===== src/rtl/idli_ex_seq_m.sv =====
// Bit-serial execution sequencer: consumes SLICE_W-bit operand slices LSB-first, producing result
// slices and updating a predicate file and a persistent carry flag at instruction end.
module idli_ex_seq_m #(
    parameter int unsigned DATA_W   = 16,
    parameter int unsigned SLICE_W  = 4,
    parameter int unsigned NUM_PRED = 4,
    localparam int unsigned NSLICE  = DATA_W / SLICE_W,
    localparam int unsigned PIDX_W  = $clog2(NUM_PRED),
    localparam int unsigned CTR_W   = (NSLICE > 1) ? $clog2(NSLICE) : 1
) (
    input  logic                i_ex_gck,
    input  logic                i_ex_rst_n,
    input  logic                i_ex_vld,
    output logic                o_ex_rdy,
    input  logic [1:0]          i_ex_op,
    input  logic                i_ex_inv,
    input  logic                i_ex_cin,
    input  logic                i_ex_cin_sel,
    input  logic                i_ex_wc,
    input  logic [2:0]          i_ex_cmp,
    input  logic [1:0]          i_ex_dst,
    input  logic [PIDX_W-1:0]   i_ex_pidx,
    input  logic                i_ex_cond_en,
    input  logic [PIDX_W-1:0]   i_ex_cond_idx,
    input  logic                i_ex_cond_pol,
    input  logic                i_ex_stall,
    input  logic [SLICE_W-1:0]  i_ex_lhs,
    input  logic [SLICE_W-1:0]  i_ex_rhs,
    output logic [SLICE_W-1:0]  o_ex_out,
    output logic [CTR_W-1:0]    o_ex_slice,
    output logic                o_ex_busy,
    output logic                o_ex_wr_en,
    output logic                o_ex_done,
    output logic [NUM_PRED-1:0] o_ex_pred,
    output logic                o_ex_carry
);

    if (DATA_W % SLICE_W != 0) begin : g_bad_slice
        $error("DATA_W must be a multiple of SLICE_W");
    end
    if (NUM_PRED < 2) begin : g_bad_pred
        $error("NUM_PRED must be at least 2");
    end

    typedef enum logic {StIdle, StRun} state_e;

    state_e              state_q, state_d;
    logic [CTR_W-1:0]    ctr_q, ctr_d;
    logic [1:0]          op_q, dst_q;
    logic [2:0]          cmp_q;
    logic                inv_q, cin_q, cin_sel_q, wc_q, run_q;
    logic [PIDX_W-1:0]   pidx_q;
    logic                c_q, c_d, z_q, z_d;
    logic [NUM_PRED-1:0] pred_q, pred_d;
    logic                carry_q, carry_d;

    logic               active, last, accept, run_new;
    logic [SLICE_W-1:0] rhs_x, res;
    logic [SLICE_W:0]   sum;
    logic               cin_s, cout, f_z, f_n, f_v, cmp_res;

    assign active   = (state_q == StRun) & ~i_ex_stall;
    assign last     = (ctr_q == CTR_W'(NSLICE - 1));
    assign o_ex_rdy = (state_q == StIdle) | (active & last);
    assign accept   = i_ex_vld & o_ex_rdy;

    always_comb begin
        rhs_x = inv_q ? ~i_ex_rhs : i_ex_rhs;
        cin_s = (ctr_q == '0) ? (cin_sel_q ? carry_q : cin_q) : c_q;
        sum   = {1'b0, i_ex_lhs} + {1'b0, rhs_x} + {{SLICE_W{1'b0}}, cin_s};
        res   = '0;
        cout  = 1'b0;
        case (op_q)
            2'd0: begin
                res  = sum[SLICE_W-1:0];
                cout = sum[SLICE_W];
            end
            2'd1:    res = i_ex_lhs & rhs_x;
            2'd2:    res = i_ex_lhs | rhs_x;
            default: res = i_ex_lhs ^ rhs_x;
        endcase
    end

    // Flags only matter on the final slice; Z folds in the earlier slices.
    assign f_z = z_q & (res == '0);
    assign f_n = res[SLICE_W-1];
    assign f_v = (op_q == 2'd0) & (i_ex_lhs[SLICE_W-1] == rhs_x[SLICE_W-1])
               & (res[SLICE_W-1] != i_ex_lhs[SLICE_W-1]);

    always_comb begin
        case (cmp_q)
            3'd0:    cmp_res = f_z;
            3'd2:    cmp_res = f_n != f_v;
            3'd3:    cmp_res = ~cout;
            3'd4:    cmp_res = f_n == f_v;
            3'd5:    cmp_res = cout;
            default: cmp_res = ~f_z;
        endcase
    end

    always_comb begin
        state_d = state_q;
        ctr_d   = ctr_q;
        c_d     = c_q;
        z_d     = z_q;
        pred_d  = pred_q;
        carry_d = carry_q;
        if (active) begin
            if (last) begin
                state_d = StIdle;
                ctr_d   = '0;
                if (run_q && dst_q == 2'd2) pred_d[pidx_q] = cmp_res;
                if (run_q && wc_q) carry_d = cout;
            end else begin
                ctr_d = ctr_q + CTR_W'(1);
                c_d   = cout;
                z_d   = f_z;
            end
        end
        if (accept) begin
            state_d = StRun;
            ctr_d   = '0;
            z_d     = 1'b1;
        end
    end

    // Condition sees the predicate value being written on this same edge.
    assign run_new = ~i_ex_cond_en | (pred_d[i_ex_cond_idx] == i_ex_cond_pol);

    always_ff @(posedge i_ex_gck or negedge i_ex_rst_n) begin
        if (!i_ex_rst_n) begin
            state_q <= StIdle;
            ctr_q   <= '0;
            c_q     <= 1'b0;
            z_q     <= 1'b1;
            pred_q  <= '0;
            carry_q <= 1'b0;
        end else begin
            state_q <= state_d;
            ctr_q   <= ctr_d;
            c_q     <= c_d;
            z_q     <= z_d;
            pred_q  <= pred_d;
            carry_q <= carry_d;
        end
    end

    always_ff @(posedge i_ex_gck or negedge i_ex_rst_n) begin
        if (!i_ex_rst_n) begin
            op_q      <= '0;
            inv_q     <= 1'b0;
            cin_q     <= 1'b0;
            cin_sel_q <= 1'b0;
            wc_q      <= 1'b0;
            cmp_q     <= '0;
            dst_q     <= '0;
            pidx_q    <= '0;
            run_q     <= 1'b0;
        end else if (accept) begin
            op_q      <= i_ex_op;
            inv_q     <= i_ex_inv;
            cin_q     <= i_ex_cin;
            cin_sel_q <= i_ex_cin_sel;
            wc_q      <= i_ex_wc;
            cmp_q     <= i_ex_cmp;
            dst_q     <= i_ex_dst;
            pidx_q    <= i_ex_pidx;
            run_q     <= run_new;
        end
    end

    assign o_ex_out   = (state_q == StRun) ? res : '0;
    assign o_ex_slice = ctr_q;
    assign o_ex_busy  = (state_q == StRun);
    assign o_ex_wr_en = active & run_q & (dst_q == 2'd1);
    assign o_ex_done  = active & last;
    assign o_ex_pred  = pred_q;
    assign o_ex_carry = carry_q;

endmodule


===== config.mk =====
export PLATFORM = sky130hd
export DESIGN_NAME = idli_ex_seq_m
export DESIGN_NICKNAME = d
export VERILOG_FILES = /design/src/rtl/idli_ex_seq_m.sv
export SDC_FILE = /design/constraint.sdc
export NUM_CORES = 1
export LEC_CHECK = 0
export BUFFER_PORTS_ARGS = -buffer_cell sky130_fd_sc_hd__buf_2
export CORE_ASPECT_RATIO = 2
export CORE_MARGIN = 2
export CORE_UTILIZATION = 40
export DETAILED_ROUTE_END_ITERATION = 6
export PLACE_DENSITY_LB_ADDON = 0.08
export SYNTH_ARGS = -nofsm -noshare
export SYNTH_HDL_FRONTEND = slang
export SYNTH_SLANG_ARGS = --single-unit

===== constraint.sdc =====
create_clock -name i_ex_gck -period 8.2 [get_ports i_ex_gck]
set_input_delay 0.41 -clock i_ex_gck [delete_from_list [all_inputs] [get_ports i_ex_gck]]
set_output_delay 0.41 -clock i_ex_gck [all_outputs]
set_load 0.03 [all_outputs]

==> metrics.cfg, run 1 <==
[logic_synthesis]
syn-mean-instance-area_sq_um=9.02
synth_area_leaders=sky130_fd_sc_hd__dfrtp_1 34%, sky130_fd_sc_hd__nand2_1 9.5%, sky130_fd_sc_hd__ha_1 7.4%
yosys_warning_total=0
synthAdderAreaFrac_pct=9.73
syn_nets=229
share_of_the_synthesized_area_in_compound_gates_ao_oa_aoi_oai_pct=13.6
yosys.area_share.simple_pct=21.5
synth_top_area_share_pct=33.9
synth_xor_xnor_area_share_pct=3.10
yosys_top_cell_by_area=sky130_fd_sc_hd__dfrtp_1
netlist_area_sq_mm=0.00170
distinct_cell_type_count_of_the_synthesized_netlist=44
syn_inst=188
postSynthRegisterBits=24
yosys-mux-area-fraction_pct=8.41
synth_top_family_by_area=simple AND/OR/NAND/NOR gates
synth.yosys.seq_area_share_pct=35.5

[power]
power_mw=0.783
power-per-cell-area_mw_per_mm2=396
leakagePower_nw=1.02
peakVddDrop_v=0.000216

[grt]
first_global_vias=1439
groute.usage.overall_pct=17.5
grt_start_max_net_pins=25
grt_overflow=0
antenna_found_initial=0
grt_first_pass_wirelength_um=6480

[timing]
slew_violations=0
fmaxAchievable_ghz=0.267
unrepaired_setup_endpoints_after_global_routing=false
period_minus_slack_ns=3.74
transition_time_of_the_tightest_slew_check_pin_ns=0.684
finalHoldViolations=0
relSlewSlack_pct=54.4
fin_tns_setup_ns=0
setup_slack_ns=4.46
setup_viol=0
finClkSkew_ns=0.00393
final.hold.worst_slack_ns=0.116
period_share_pct=45.6

[cts]
clkTransAtPathRegs_ns=0.08
clk_latency_ns=0.26
root_buffer=sky130_fd_sc_hd__clkbuf_8
postCtsResizedCells=0
tritoncts=yes
setup_fix_bufs_post_cts=0
tritoncts.num_buffers=3
cts.hold.buffers_added=0
htree_num_levels=1
cts.sink_count=24
clock_tree.buffer_depth=2

[die]
core_area_sq_mm=0.00409
design.portCount=44
initial_utilization_pct=41.5
floorplan.rows=33
dieArea_sq_mm=0.00481
die_w_um=50.1
die_height_um=96.1

[worst_setup_path]
worst_ep_arrival_time_ns=3.93
setup.worst_path.end_class=register
crit_path_required_time_ns=8.39
path_max_fanout=5
worst-r2r-cell-count=14
cp-start-kind=register
timing_worst_setup_path_type=reg -> reg

[route]
drcViolationCount=0
detailroute.via_count=1431
final_antenna_net_count=0
wl_per_cell_um=13.7
detailedRoute.firstPassIterationCount=4
routed_wl_um=3840
viasPerCell=5.13
initialDrtViolationCount=30

[placement]
routabilityCongestion=0.968
pre_cts_ws_ns=4.45
hpwlAfterDp_um=3120
post_dp_cell_area_sq_mm=0.00192
place_inst=275
port-buffer-count=43

[layout]
finalCoreUtilization_pct=48.3
drive_gt1_share_pct=28.6
finish.cell_count_without_fillers=279
final_area_sq_mm=0.00198
num-nets-final=269
diodes=0
flow.area_growth_from_synthesis_pct=16.4

[hold_path]
min_path_type=in -> async

[run_status]
run_status=complete, no violations

[job]
max-cap-violations=0

-- cell usage in the layout, fill, tap and decap left out, drive strengths merged, types with 5 or more instances in the layout --
cell type	n
nor2	5
ha	10
and2	5
dfrtp	23
a21oi	8
xor2	5
inv	22
buf	43
nand2	43
o21ai	10
-- cells in the mapped netlist, drive strengths merged --
cell,count
or3,2
mux2i,3
xor2,5
a2bb2oi,1
or3b,1
nor2,5
nand2,43
dfstp,1
inv,22
a211o,2
nand3b,2
fa,2
dfrtp,23
nand3,4
o21ai,10
ha,10
o211ai,2
clkbuf,4
nor2b,2
a221oi,1
a211oi,1
a31oi,2
o31ai,1
and3,2
and4,1
mux4,3
a311oi,1
nor4,1
o211a,1
and4b,1
and2,5
nand2b,2
mux2,4
a41oi,3
buf,4
a21oi,8
xnor2,1
nor3,2
-- where the power goes --
group	internal, mW	switching [mW]	leakage [nW]
clock	0.0428	0.0365	0.0288
sequential	0.171	0.0597	0.297
combinational	0.189	0.284	0.698
-- per-layer routing --
metal | global-route usage (%) | vias to the layer above | part of all wire, %
met5 | 0 | - | 0
met3 | 0.932 | 4 | 2.9
li1 | - | 709 | -
met4 | 8.10 | 0 | 1.5
met2 | 33.8 | 30 | 57
met1 | 18.9 | 688 | 38
-- final timing paths --
path / from / to / slack [ns]
min in group i_ex_gck: i_ex_op[0] / op_q[0]$_DFFE_PN0P_ / 0.33
setup reg to reg: o_ex_slice[0]$_DFFE_PN0P_ / run_q$_DFFE_PN0P_ / 4.46
hold reg to reg: wc_q$_DFFE_PN0P_ / wc_q$_DFFE_PN0P_ / 0.49
max in group asynchronous: i_ex_rst_n / z_q$_DFFE_PN1P_ / 7.71
hold / removal: i_ex_rst_n / o_ex_pred[1]$_DFF_PN0_ / 0.12
setup / recovery: o_ex_slice[0]$_DFFE_PN0P_ / run_q$_DFFE_PN0P_ / 4.46
-- cell type report --
cell class                      instances  area, sq um
Tap cell                               52         65.1
Multi-Input combinational cell        134          956
Inverter                               22         82.6
Clock buffer                            4         55.1
Timing Repair Buffer                   43          215
Sequential cell                        24          602
Fill cell                             404         2110
-- sequential cells by signal, indices dropped and copies added, names as in the netlist, 2 cells and up --
| register | flops |
|---|---|
| cmp_q | 3 |
| op_q | 2 |
| pidx_q | 2 |
| dst_q | 2 |
| o_ex_pred | 4 |
| o_ex_slice | 2 |
-- critical path, stage by stage, from the launching register on --
cell and delay [ns]:
sky130_fd_sc_hd__dfrtp_1 0.41, sky130_fd_sc_hd__inv_1 0.06, sky130_fd_sc_hd__ha_1 0.20, sky130_fd_sc_hd__o21ai_0 0.20
sky130_fd_sc_hd__fa_1 0.23, sky130_fd_sc_hd__inv_1 0.05, sky130_fd_sc_hd__fa_1 0.40, sky130_fd_sc_hd__xor2_1 0.16
sky130_fd_sc_hd__mux4_2 0.50, sky130_fd_sc_hd__nor4_4 0.33, sky130_fd_sc_hd__a31oi_1 0.15, sky130_fd_sc_hd__o211ai_2 0.26
sky130_fd_sc_hd__a311oi_1 0.16, sky130_fd_sc_hd__or3_1 0.38, sky130_fd_sc_hd__a41oi_2 0.17
-- cells by family (layout without fill, tap and decap cells) --
family / after synthesis / after routing
and+or+nand+nor: 73 / 73
AOI/OAI and AO/OA: 33 / 33
buffers and inverters: 30 / 69
DFF: 24 / 24
adders and majority gates: 12 / 12
muxes: 10 / 10
xor gates and xnor gates: 6 / 6
Power figures use the tool's default switching activity.
==> run 2, diff against run 1 <==
==> constraint.sdc (replaced) <==
create_clock -name i_ex_gck -period 3.8 [get_ports i_ex_gck]
set_input_delay 0.19 -clock i_ex_gck [delete_from_list [all_inputs] [get_ports i_ex_gck]]
set_output_delay 0.19 -clock i_ex_gck [all_outputs]
set_load 0.03 [all_outputs]
==> metrics.cfg, run 2 (synthesis results as in run 1) <==
[worst_setup_path]
cp_slowest_stage_delay_ns=0.52
timing_worst_setup_path_type=reg -> reg
cp-start-kind=register
critPathBufInv=2
worst_ep_arrival_time_ns=3.84
crit_path_required_time_ns=3.99
cp_slowest_cell=sky130_fd_sc_hd__mux4_2
timing.critical_path.max_delay_family=adder cells
timing.critical_path.cells=inv_1 -> ha_1 -> nand2_1 -> o21ai_1 -> fa_2 -> inv_2 -> fa_1 -> mux4_2 -> nor4_4 -> a31oi_1 -> o211ai_2 -> a311oi_2 -> or3_1 -> a41oi_2
setup.worst_path.end_class=register
path_max_fanout=5

[route]
drcViolationCount=0
detailedRoute.firstPassIterationCount=4
initialDrtViolationCount=23
final_antenna_net_count=0
routed_wl_um=4020
viasPerCell=5.08
detailroute.via_count=1447
wl_per_cell_um=14.1

[die]
die_w_um=50.1
initial_utilization_pct=41.5
design.portCount=44
floorplan.rows=33
core_area_sq_mm=0.00409
die_height_um=96.1
dieArea_sq_mm=0.00481

[layout]
top_library_cells_by_usage_in_the_layout_fill_and_taps_aside=43 x sky130_fd_sc_hd__nand2_1, 43 x sky130_fd_sc_hd__buf_2, 23 x sky130_fd_sc_hd__dfrtp_1, 21 x sky130_fd_sc_hd__inv_1, 10 x sky130_fd_sc_hd__ha_1
fill_cells=424
ff_latch_area_sq_um=602
num-nets-final=275
area_used_by_multi_input_combinational_logic_sq_um=965
finalCoreUtilization_pct=49.7
diodes=0
drive_gt1_share_pct=31.3
flow.area_growth_from_synthesis_pct=19.8
largest_register_ffs=4

[cts]
tritoncts.num_buffers=3
clkTransAtPathRegs_ns=0.09
tritoncts=yes
clock_tree.buffer_depth=2
cts.sink_count=24
clk_latency_ns=0.26
htree_num_levels=1
root_buffer=sky130_fd_sc_hd__clkbuf_8

[timing]
final.hold.worst_slack_ns=0.110
finClkSkew_ns=0.00498
slew_violations=0
setup_viol=0
relSlewSlack_pct=54.9
transition_time_of_the_tightest_slew_check_pin_ns=0.677
fin_tns_setup_ns=0
period_minus_slack_ns=3.66
fmaxAchievable_ghz=0.273
finalHoldViolations=0
period_share_pct=96.2

[grt]
grt_start_max_net_pins=25
groute.usage.overall_pct=17.6
grt_overflow=0
antenna_found_initial=0
first_global_vias=1455
grt_first_pass_wirelength_um=6540

[placement]
port-buffer-count=43
hpwlAfterDp_um=3190
routabilityCongestion=0.956

[hold_path]
min_path_type=in -> reg

[power]
peakVddDrop_v=0.000482
power-per-cell-area_mw_per_mm2=865
leakagePower_nw=1.05

[run_status]
run_status=complete, no violations

[job]
max-cap-violations=0

==> run 2: cell count changes in the layout (fill, tap and decap cells not counted), sizes merged <==
cell         change
buf              +5
dlygate4sd3      +1
==> run 2: layer usage <==
| layer | wire length (um) | GRT usage, % | part of all wire, % |
|---|---|---|---|
| met1 | 1530 | 18.9 | 38 |
| met2 | 2310 | 34.3 | 58 |
| met3 | 121 | 1.55 | 3.0 |
| met4 | 51 | 6.71 | 1.3 |
| met5 | 0 | 0 | 0 |
==> run 2: layout make-up <==
type	count	share of cell area, %
inverters	22	4.06
repair buffers	49	12.9
well taps	52	3.20
multi-input cells	134	47.5
clock buffers	4	2.71
flip-flops and latches	24	29.6
==> run 2: path summary, 6_finish.rpt <==
check / slack (ns) / depth (start not counted) / to / start
max reg2reg: 0.14 / 14 / run_q$_DFFE_PN0P_ / o_ex_slice[0]$_DFFE_PN0P_
min in group asynchronous: 0.44 / 2 / o_ex_pred[0]$_DFF_PN0_ / i_ex_rst_n
max: 0.14 / 14 / run_q$_DFFE_PN0P_ / o_ex_slice[0]$_DFFE_PN0P_
max in group asynchronous: 2.99 / 2 / z_q$_DFFE_PN1P_ / i_ex_rst_n
min: 0.11 / 3 / pidx_q[1]$_DFFE_PN0P_ / i_ex_pidx[1]
min reg2reg: 0.50 / 2 / cin_q$_DFFE_PN0P_ / cin_q$_DFFE_PN0P_
==> run 2: repair_timing <==
action                                  CTS  global route
endpoints found under the setup margin    0             1
endpoints found under the hold margin    23             0
hold buffers                              1             0
gates resized for setup                   0             5
setup buffers                             0             3
==> run 2: tightest hold or removal path: stages <==
cell and delay [ns]:
sky130_fd_sc_hd__buf_2 0.07, sky130_fd_sc_hd__nand2_1 0.04, sky130_fd_sc_hd__nand2_1 0.04
==> run 2: where the power goes <==
| part | switching, mW | internal (mW) | leakage, nW |
|---|---|---|---|
| logic | 0.642 | 0.448 | 0.725 |
| clock network | 0.0813 | 0.0924 | 0.0288 |
| registers | 0.124 | 0.369 | 0.297 |
| total | 0.848 | 0.910 | 1.05 |
==> run 2: through the flow <==
stage	power [mW]	setup slack, ns	cells	instance area, sq um
final	1.76	0.144	285	2030
after global routing	1.91	-0.0462	285	2030
after CTS	1.73	0.102	282	2000
after detailed placement	1.56	0.0997	277	1940
after global placement	1.52	0.209	277	1940
after floorplan	1.30	0.186	188	1700
